<file path="config.mk">
export PLATFORM = sky130hd
export DESIGN_NAME = edge_tick_array
export DESIGN_NICKNAME = d
export VERILOG_FILES = /design/src/rtl/edge_tick_array.sv
export SDC_FILE = /design/constraint.sdc
export NUM_CORES = 1
export LEC_CHECK = 0
export BUFFER_PORTS_ARGS = -buffer_cell sky130_fd_sc_hd__buf_2
export CAP_MARGIN = 20
export CORE_ASPECT_RATIO = 0.75
export CORE_MARGIN = 2
export CORE_UTILIZATION = 53
export DETAILED_ROUTE_END_ITERATION = 7
export PLACE_DENSITY = 0.76
export SYNTH_ARGS = -nofsm -noshare
export SYNTH_HDL_FRONTEND = slang
export SYNTH_SLANG_ARGS = --single-unit
</file>
<file path="constraint.sdc">
create_clock -name clk -period 6.15 [get_ports clk]
set_input_delay 1.23 -clock clk [delete_from_list [all_inputs] [get_ports clk]]
set_output_delay 1.23 -clock clk [all_outputs]
set_load 0.03 [all_outputs]
</file>
<file path="src/rtl/edge_tick_array.sv">
// edge_tick_array: per-channel glitch-filtered edge detector with Mealy/Moore single-cycle ticks
// and a saturating event counter. Define EDGE_TICK_SYNC_EN to add a 2-flop synchroniser per input.
module edge_tick_array #(
    parameter int CH            = 4,
    parameter int FILTER_CYCLES = 3
) (
    input  logic          clk,
    input  logic          reset_n,
    input  logic [CH-1:0] level,
    input  logic [1:0]    edge_sel,
    input  logic          mode,
    input  logic          clr_count,
    output logic [CH-1:0] rise_tick,
    output logic [CH-1:0] fall_tick,
    output logic          any_tick,
    output logic [15:0]   event_count
);

    localparam int CW = $clog2(FILTER_CYCLES + 1);
    localparam logic [CW-1:0] CNT_LAST = CW'(FILTER_CYCLES - 1);

    typedef enum logic [1:0] {
        LOW,
        RISE_PEND,
        HIGH,
        FALL_PEND
    } filt_state_t;

    logic [CH-1:0] s;

`ifdef EDGE_TICK_SYNC_EN
    logic [CH-1:0] sync_meta;
    logic [CH-1:0] sync_out;

    always_ff @(posedge clk or negedge reset_n) begin
        if (!reset_n) begin
            sync_meta <= '0;
            sync_out  <= '0;
        end else begin
            sync_meta <= level;
            sync_out  <= sync_meta;
        end
    end

    assign s = sync_out;
`else
    assign s = level;
`endif

    filt_state_t   state_q [CH];
    filt_state_t   state_d [CH];
    logic [CW-1:0] cnt_q   [CH];
    logic [CW-1:0] cnt_d   [CH];
    logic [CH-1:0] accept_rise;
    logic [CH-1:0] accept_fall;

    // NOTE: state registers use non-blocking assignments so every flop samples pre-edge values.
    always_ff @(posedge clk or negedge reset_n) begin
        if (!reset_n) begin
            for (int i = 0; i < CH; i++) begin
                state_q[i] <= LOW;
                cnt_q[i]   <= '0;
            end
        end else begin
            for (int i = 0; i < CH; i++) begin
                state_q[i] <= state_d[i];
                cnt_q[i]   <= cnt_d[i];
            end
        end
    end

    // NOTE: every output of this block gets a default first, so no path leaves one unassigned (no latches).
    always_comb begin
        accept_rise = '0;
        accept_fall = '0;
        for (int i = 0; i < CH; i++) begin
            state_d[i] = state_q[i];
            cnt_d[i]   = cnt_q[i];
            case (state_q[i])
                LOW: begin
                    if (s[i]) begin
                        if (FILTER_CYCLES == 1) begin
                            state_d[i]     = HIGH;
                            accept_rise[i] = 1'b1;
                        end else begin
                            state_d[i] = RISE_PEND;
                            cnt_d[i]   = CW'(1);
                        end
                    end
                end
                RISE_PEND: begin
                    if (!s[i]) begin
                        state_d[i] = LOW;
                        cnt_d[i]   = '0;
                    end else if (cnt_q[i] == CNT_LAST) begin
                        state_d[i]     = HIGH;
                        cnt_d[i]       = '0;
                        accept_rise[i] = 1'b1;
                    end else begin
                        cnt_d[i] = cnt_q[i] + CW'(1);
                    end
                end
                HIGH: begin
                    if (!s[i]) begin
                        if (FILTER_CYCLES == 1) begin
                            state_d[i]     = LOW;
                            accept_fall[i] = 1'b1;
                        end else begin
                            state_d[i] = FALL_PEND;
                            cnt_d[i]   = CW'(1);
                        end
                    end
                end
                FALL_PEND: begin
                    if (s[i]) begin
                        state_d[i] = HIGH;
                        cnt_d[i]   = '0;
                    end else if (cnt_q[i] == CNT_LAST) begin
                        state_d[i]     = LOW;
                        cnt_d[i]       = '0;
                        accept_fall[i] = 1'b1;
                    end else begin
                        cnt_d[i] = cnt_q[i] + CW'(1);
                    end
                end
                default: begin
                    state_d[i] = LOW;
                    cnt_d[i]   = '0;
                end
            endcase
        end
    end

    // Gating with reset_n keeps the combinational Mealy path quiet while reset is held.
    logic [CH-1:0] qual_rise;
    logic [CH-1:0] qual_fall;
    logic [CH-1:0] moore_rise_q;
    logic [CH-1:0] moore_fall_q;

    assign qual_rise = accept_rise & {CH{edge_sel[0] & reset_n}};
    assign qual_fall = accept_fall & {CH{edge_sel[1] & reset_n}};

    always_ff @(posedge clk or negedge reset_n) begin
        if (!reset_n) begin
            moore_rise_q <= '0;
            moore_fall_q <= '0;
        end else begin
            moore_rise_q <= qual_rise;
            moore_fall_q <= qual_fall;
        end
    end

    // Both timing paths always run; mode only picks which one is visible.
    assign rise_tick = mode ? moore_rise_q : qual_rise;
    assign fall_tick = mode ? moore_fall_q : qual_fall;
    assign any_tick  = (|rise_tick) | (|fall_tick);

    always_ff @(posedge clk or negedge reset_n) begin
        if (!reset_n) begin
            event_count <= '0;
        end else if (clr_count) begin
            event_count <= '0;
        end else if (any_tick && (event_count != 16'hFFFF)) begin
            event_count <= event_count + 16'd1;
        end
    end

endmodule

</file>
==> results of run 1 <==
-- Yosys cell counts (2+ instances only) --
| cell | count | area (um^2) |
|---|---|---|
| mux2_1 | 2 | 22.5 |
| nand4b_1 | 8 | 70.1 |
| and3_1 | 5 | 31.3 |
| or4_1 | 4 | 30.0 |
| mux2_2 | 4 | 45.0 |
| nand3b_1 | 4 | 30.0 |
| or3_1 | 8 | 50.1 |
| o31ai_1 | 13 | 97.6 |
| nor2b_1 | 3 | 18.8 |
| o21ai_1 | 6 | 30.0 |
| o21a_1 | 4 | 30.0 |
| buf_6 | 3 | 33.8 |
| nand4_1 | 3 | 18.8 |
| nand2_1 | 14 | 52.6 |
| nor2_1 | 15 | 56.3 |
| a31oi_1 | 4 | 25.0 |
| dfrtp_1 | 40 | 1000 |
| inv_1 | 4 | 15.0 |
| a21oi_1 | 15 | 75.1 |
| buf_2 | 2 | 10.0 |
| xnor2_1 | 4 | 35.0 |
| nand3b_2 | 4 | 45.0 |
| nand3_1 | 8 | 40.0 |
| o21ai_0 | 2 | 10.0 |
-- registers in the layout (all words and copies together), names as in the netlist, named ones only --
register	cells
moore_rise_q	4
cnt_q	8
moore_fall_q	4
event_count	16
state_q	4
-- cells by family (layout without fill, tap and decap cells) --
group	after synthesis	count (layout)	synth area share [%]
adder cells (fa/ha/maj)	1	1	0.613
XOR/XNOR	5	5	2.14
buffers and inverters	13	45	4.66
flip-flops	40	40	49.0
AND/OR/NAND/NOR	84	84	24.4
AO/OA/AOI/OAI	47	47	14.6
multiplexers	8	8	4.53
-- per-stage QoR --
| stage | power [mW] | instance area (um^2) | hold slack, ns | setup WS (ns) | instances |
|---|---|---|---|---|---|
| after floorplan | 0.490 | 2040 | 0.507 | 2.11 | 198 |
| after global placement | 0.520 | 2200 | 0.535 | 1.74 | 275 |
| after detailed placement | 0.527 | 2200 | 0.542 | 1.73 | 275 |
| after CTS | 0.712 | 2290 | 0.553 | 1.73 | 282 |
| after global routing | 0.753 | 2290 | 0.575 | 1.54 | 282 |
| final | 0.705 | 2290 | 0.550 | 1.77 | 282 |
-- layout by cell type, fill, tap and decap left out, types with 5 or more instances in the layout --
| cell type | Yosys | final |
|---|---|---|
| and3_1 | 5 | 5 |
| or3_1 | 8 | 8 |
| nand4b_1 | 8 | 8 |
| buf_2 | 2 | 34 |
| o21ai_1 | 6 | 6 |
| nor2_1 | 15 | 15 |
| o31ai_1 | 13 | 13 |
| clkbuf_8 | 1 | 7 |
| nand2_1 | 14 | 14 |
| dfrtp_1 | 40 | 40 |
| a21oi_1 | 15 | 15 |
| nand3_1 | 8 | 8 |
-- how the worst min path moves through the flow --
| stage | start | endpoint | slack [ns] | cells after the start |
|---|---|---|---|---|
| floorplan | state_q[0] | state_q[0] | 0.51 | 1 |
| global placement | state_q[0] | state_q[0] | 0.53 | 1 |
| detailed placement | state_q[6] | state_q[6] | 0.54 | 1 |
| CTS | state_q[6] | state_q[6] | 0.55 | 1 |
| global route | state_q[6] | state_q[6] | 0.57 | 1 |
| finish | state_q[6] | state_q[6] | 0.55 | 1 |
-- metal layers --
metal | track usage, % | vias to the layer above | share of wire, %
li1 | - | 791 | -
met1 | 28.2 | 756 | 51
met2 | 28.0 | 19 | 44
met3 | 5.57 | 5 | 3.5
met4 | 7.02 | 0 | 1.3
met5 | 0 | - | 0
-- critical path, stage by stage --
cell      delay [ns]
buf_2           0.42
nand4b_1        0.30
o31ai_2         0.08
or4_1           0.58
or2_1           0.31
buf_2           0.20
-- area by class of cell --
| cell class | instances | area [um^2] |
|---|---|---|
| clock buffer | 7 | 96.3 |
| fill | 301 | 1390 |
| inverter | 4 | 15.0 |
| sequential | 40 | 1000 |
| timing repair buffer | 34 | 170 |
| multi-input combinational | 145 | 946 |
| tap | 52 | 65.1 |
-- power groups by stage --
stage	registers, mW	logic (mW)	clock network [mW]
after global placement	0.373	0.148	0
after floorplan	0.363	0.127	0
after CTS	0.369	0.153	0.190
after global routing	0.379	0.173	0.201
after detailed placement	0.374	0.153	0
final	0.370	0.151	0.184
==> reports/metrics.yaml, run 1 <==
status: "completed"
drcViolationCount: 0
switching_share_pct: 30.7
seq_power_share_pct: 52.5
ir_drop_mv: 0.219
cts.reportedPaths.clkPinSlew_ns: 0.07
cts_made_buffers: 5
r2r_start: "state_q[0]"
crit_end: "any_tick"
grt_pass1_vias: 1427
start_util_pct: 55.4
cts_resized: 0
worst_ep_arrival_time_ns: 3.15
period_share_pct: 71.2
core_region_area_um2: 3680
r2r_slack_ns: 3.56
antenna_found_initial: 0
synth_seq_cells: 40
syn_nets: 209
place.gp.congestion: 0.804
die_height_um: 57.8
r2r_end: "event_count[5]"
drtAntennaViolNets: 0
grt_max_degree: 49
dpl.hpwl_mm: 2.69
grt_pass1_wl_mm: 6.46
drt-total-wl_mm: 3.78
fp.dieW_um: 75.7
cts_tree: "built"
synthDistinctLibCells: 43
drt_iter0_markers: 130
nets: 241
cp-start-kind: "input pin"
hold_viol_final: 0
cts-hold-fix-buffers: 0
synth_seq_area_share_pct: 49.0
post_cts_buffers: 0
grt_setup_unrepaired: "no"
grt.overflow.total: 0
p_clk_share_pct: 26.2
synth_ff_type: "dfrtp_1"
fin_crit_ns: 4.38
cts_sinks: 40
clock_skew_ns: 0.00505
crit_path_start: "reset_n"
hold_path.class: "flip-flop to flip-flop"
switchingPower_mw: 0.216
clockRootBuffer: "clkbuf_8"
portBuffers: 34
cts_max_path_buffers: 2
syn_area_um2: 2040
antennaDiodeCount: 0
power.density_nw_per_um2: 307
avgSynthCellArea_um2: 10.3
max_freq_mhz: 228
p_comb_share_pct: 21.4
p_leak_nw: 1.06
critPathKind: "input pin to output port"
finalSetupTns_ns: 0
design.portCount: 35
crit_path_end_kind: "output port"
postSynth.asyncResetShare_pct: 100
maxCapViolations: 0
max_slew_margin_pct: 35.0
yosys_warnings: 0
viasPerCell: 5.57
die-area_um2: 4370
crit_path_max_fanout: 48
synthCells: 198
clk_latency_ns: 0.29
maxSlewViolCount: 0
rows: 19
synth-edff-count: 0
setup_viol: 0
htreeDepth: 2
drt-pass1-iter-count: 4
drive_gt1_share_pct: 23.9
p_int_mw: 0.489
synthToLayoutAreaGrowth_pct: 12.3
required_ns: 4.92
reg2reg_depth: 6
via_count: 1571
wl_per_cell_um: 13.4
worst_pin_slew_ns: 0.974
grt.total_usage_pct: 19.4
fin_util_pct: 62.2
(Power assumes the default switching activity.)
==> run 2, diff against run 1 <==
--- a/config.mk
+++ b/config.mk
@@ -9,9 +9,9 @@
 export CAP_MARGIN = 20
 export CORE_ASPECT_RATIO = 0.75
 export CORE_MARGIN = 2
-export CORE_UTILIZATION = 53
+export CORE_UTILIZATION = 50
 export DETAILED_ROUTE_END_ITERATION = 7
-export PLACE_DENSITY = 0.76
+export PLACE_DENSITY = 0.75
 export SYNTH_ARGS = -nofsm -noshare
 export SYNTH_HDL_FRONTEND = slang
 export SYNTH_SLANG_ARGS = --single-unit
==> constraint.sdc (replaced) <==
create_clock -name clk -period 3.54 [get_ports clk]
set_input_delay 0.708 -clock clk [delete_from_list [all_inputs] [get_ports clk]]
set_output_delay 0.708 -clock clk [all_outputs]
set_load 0.03 [all_outputs]
==> run 2 against run 1 <==
Final area is 1.2% higher. Via count is 0.76% higher. Cell count is 2.8% higher. Critical endpoint unchanged. Clock skew is 0.0039 ns higher. Count of clock-buffer cells in the layout is 1 higher.
==> reports/metrics.yaml, run 2 (synthesized netlist as in run 1, its figures left out) <==
status: "completed"  # unchanged
place.gp.congestion: 0.773  # was 0.804
finalSetupTns_ns: 0  # unchanged
drt-total-wl_mm: 3.99  # was 3.78 mm
rows: 20  # was 19
n_fill_cell: 351  # was 301
cts_resized: 0  # unchanged
crit_path_end_kind: "output port"  # unchanged
place_area_um2: 2230  # was 2200 um^2
clock_skew_ns: 0.00892  # was 0.00505 ns
grt.overflow.total: 0  # unchanged
dpl.hpwl_mm: 2.90  # was 2.69 mm
final_cells: 290  # was 282
viasPerCell: 5.46  # was 5.57
grt_pass1_wl_mm: 6.82  # was 6.46 mm
antenna_found_initial: 0  # unchanged
hold_viol_final: 0  # unchanged
cts_sinks: 40  # unchanged
fin_crit_ns: 3.04
maxSlewViolCount: 0  # unchanged
cts_max_path_buffers: 2  # unchanged
reg_top3: "event_count: 16 flops, cnt_q: 8 flops"  # unchanged
clk_latency_ns: 0.30  # was 0.29 ns
htreeDepth: 2  # unchanged
nets: 245  # was 241
regMostFlops: "event_count"  # unchanged
wl_per_cell_um: 13.7  # was 13.4 um
hold_ws_ns: 0.337  # was 0.550 ns
largest_reg_flops: 16  # unchanged
crit_path_max_fanout: 22  # was 48
drive_gt1_share_pct: 24.7  # was 23.9%
worst_pin_slew_ns: 0.412  # was 0.974 ns
grt_pass1_vias: 1429  # was 1427
core_region_area_um2: 3980  # was 3680 um^2
p_leak_nw: 1.08  # was 1.06 nW
fp.dieW_um: 77.8  # was 75.7 um
cts.reportedPaths.clkPinSlew_ns: 0.07  # about the same
period_share_pct: 85.9
drtAntennaViolNets: 0  # unchanged
worst_ep_arrival_time_ns: 2.33  # was 3.15 ns
grt.total_usage_pct: 19.3  # was 19.4%
start_util_pct: 51.3  # was 55.4%
maxCapViolations: 0  # unchanged
fin_util_pct: 58.3  # was 62.2%
hold_path.class: "input pin to async pin"  # was flip-flop to flip-flop
drcViolationCount: 0  # unchanged
finish.instance_area_um2: 2320  # was 2290 um^2
synthToLayoutAreaGrowth_pct: 13.7  # was 12.3%
required_ns: 2.83  # was 4.92 ns
critPathKind: "input pin to output port"  # unchanged
grt_setup_unrepaired: "no"  # unchanged
cts_tree: "built"  # unchanged
via_count: 1583  # was 1571
ir_drop_mv: 0.279  # was 0.219 mV
antennaDiodeCount: 0  # unchanged
design.portCount: 35  # unchanged
clockRootBuffer: "clkbuf_8"  # unchanged
max_slew_margin_pct: 72.5  # was 35.0%
cp-start-kind: "input pin"  # unchanged
post_cts_buffers: 0  # unchanged
die_height_um: 59.3  # was 57.8 um
mostFrequentLayoutCell: "dfrtp_1"  # unchanged
grt_max_degree: 23  # was 49
power.density_nw_per_um2: 527  # was 307 nW/um^2
portBuffers: 34  # unchanged
max_freq_mhz: 329
cts_made_buffers: 5  # unchanged
cts-hold-fix-buffers: 0  # unchanged
place_inst: 282  # was 275
drt_iter0_markers: 94  # was 130
layout_common_cells: "dfrtp_1, buf_2, nor2_1, a21oi_1, nand2_1"  # unchanged
drt-pass1-iter-count: 4  # unchanged
die-area_um2: 4620  # was 4370 um^2
setup_viol: 0  # unchanged
-- run 2: path summary, 6_finish.rpt --
check | startpoint | endpoint | slack, ns | cells past startpoint
hold / removal | reset_n | async pin | 0.34 | 1
min in group clk | state_q[0] | state_q[0] | 0.55 | 1
setup reg to reg | cnt_q[2] | event_count[10] | 1.31 | 7
max in group asynchronous | reset_n | event_count[6] | 2.66 | 2
hold reg to reg | state_q[0] | state_q[0] | 0.55 | 1
setup / recovery | reset_n | any_tick | 0.50 | 6
-- run 2: metal layers --
metal / track usage, % / part of all wire, %
met1: 27.7 / 53
met2: 28.3 / 43
met3: 4.27 / 2.6
met4: 8.42 / 2.0
met5: 0 / 0
-- run 2: where the power goes --
part	internal, mW	leakage, nW	total [mW]	switching (mW)
Sequential	0.545	0.528	0.645	0.100
Clock	0.159	0.0455	0.312	0.153
Combinational	0.134	0.503	0.267	0.133
Total	0.838	1.08	1.22	0.386
-- run 2: worst max-delay path, cell delays in order --
cell and delay (ns):
buf_2 0.24, nand4b_1 0.20, o31ai_2 0.07, or4_1 0.58, or2_1 0.32, buf_2 0.20
-- run 2: final cells by class --
cell class	count	area (um^2)	share of cell area [%]
clock buffer	8	90.1	3.88
inverter	4	15.0	0.647
multi-input combinational	145	946	40.8
sequential	40	1000	43.1
tap	55	68.8	2.96
timing repair buffer	38	200	8.63
-- run 2: stage by stage --
stage | setup slack [ns] | power (mW)
after global routing | 0.396 | 1.31
after detailed placement | 0.485 | 0.922
final | 0.500 | 1.22
after CTS | 0.484 | 1.24
after floorplan | 0.541 | 0.852
after global placement | 0.522 | 0.909
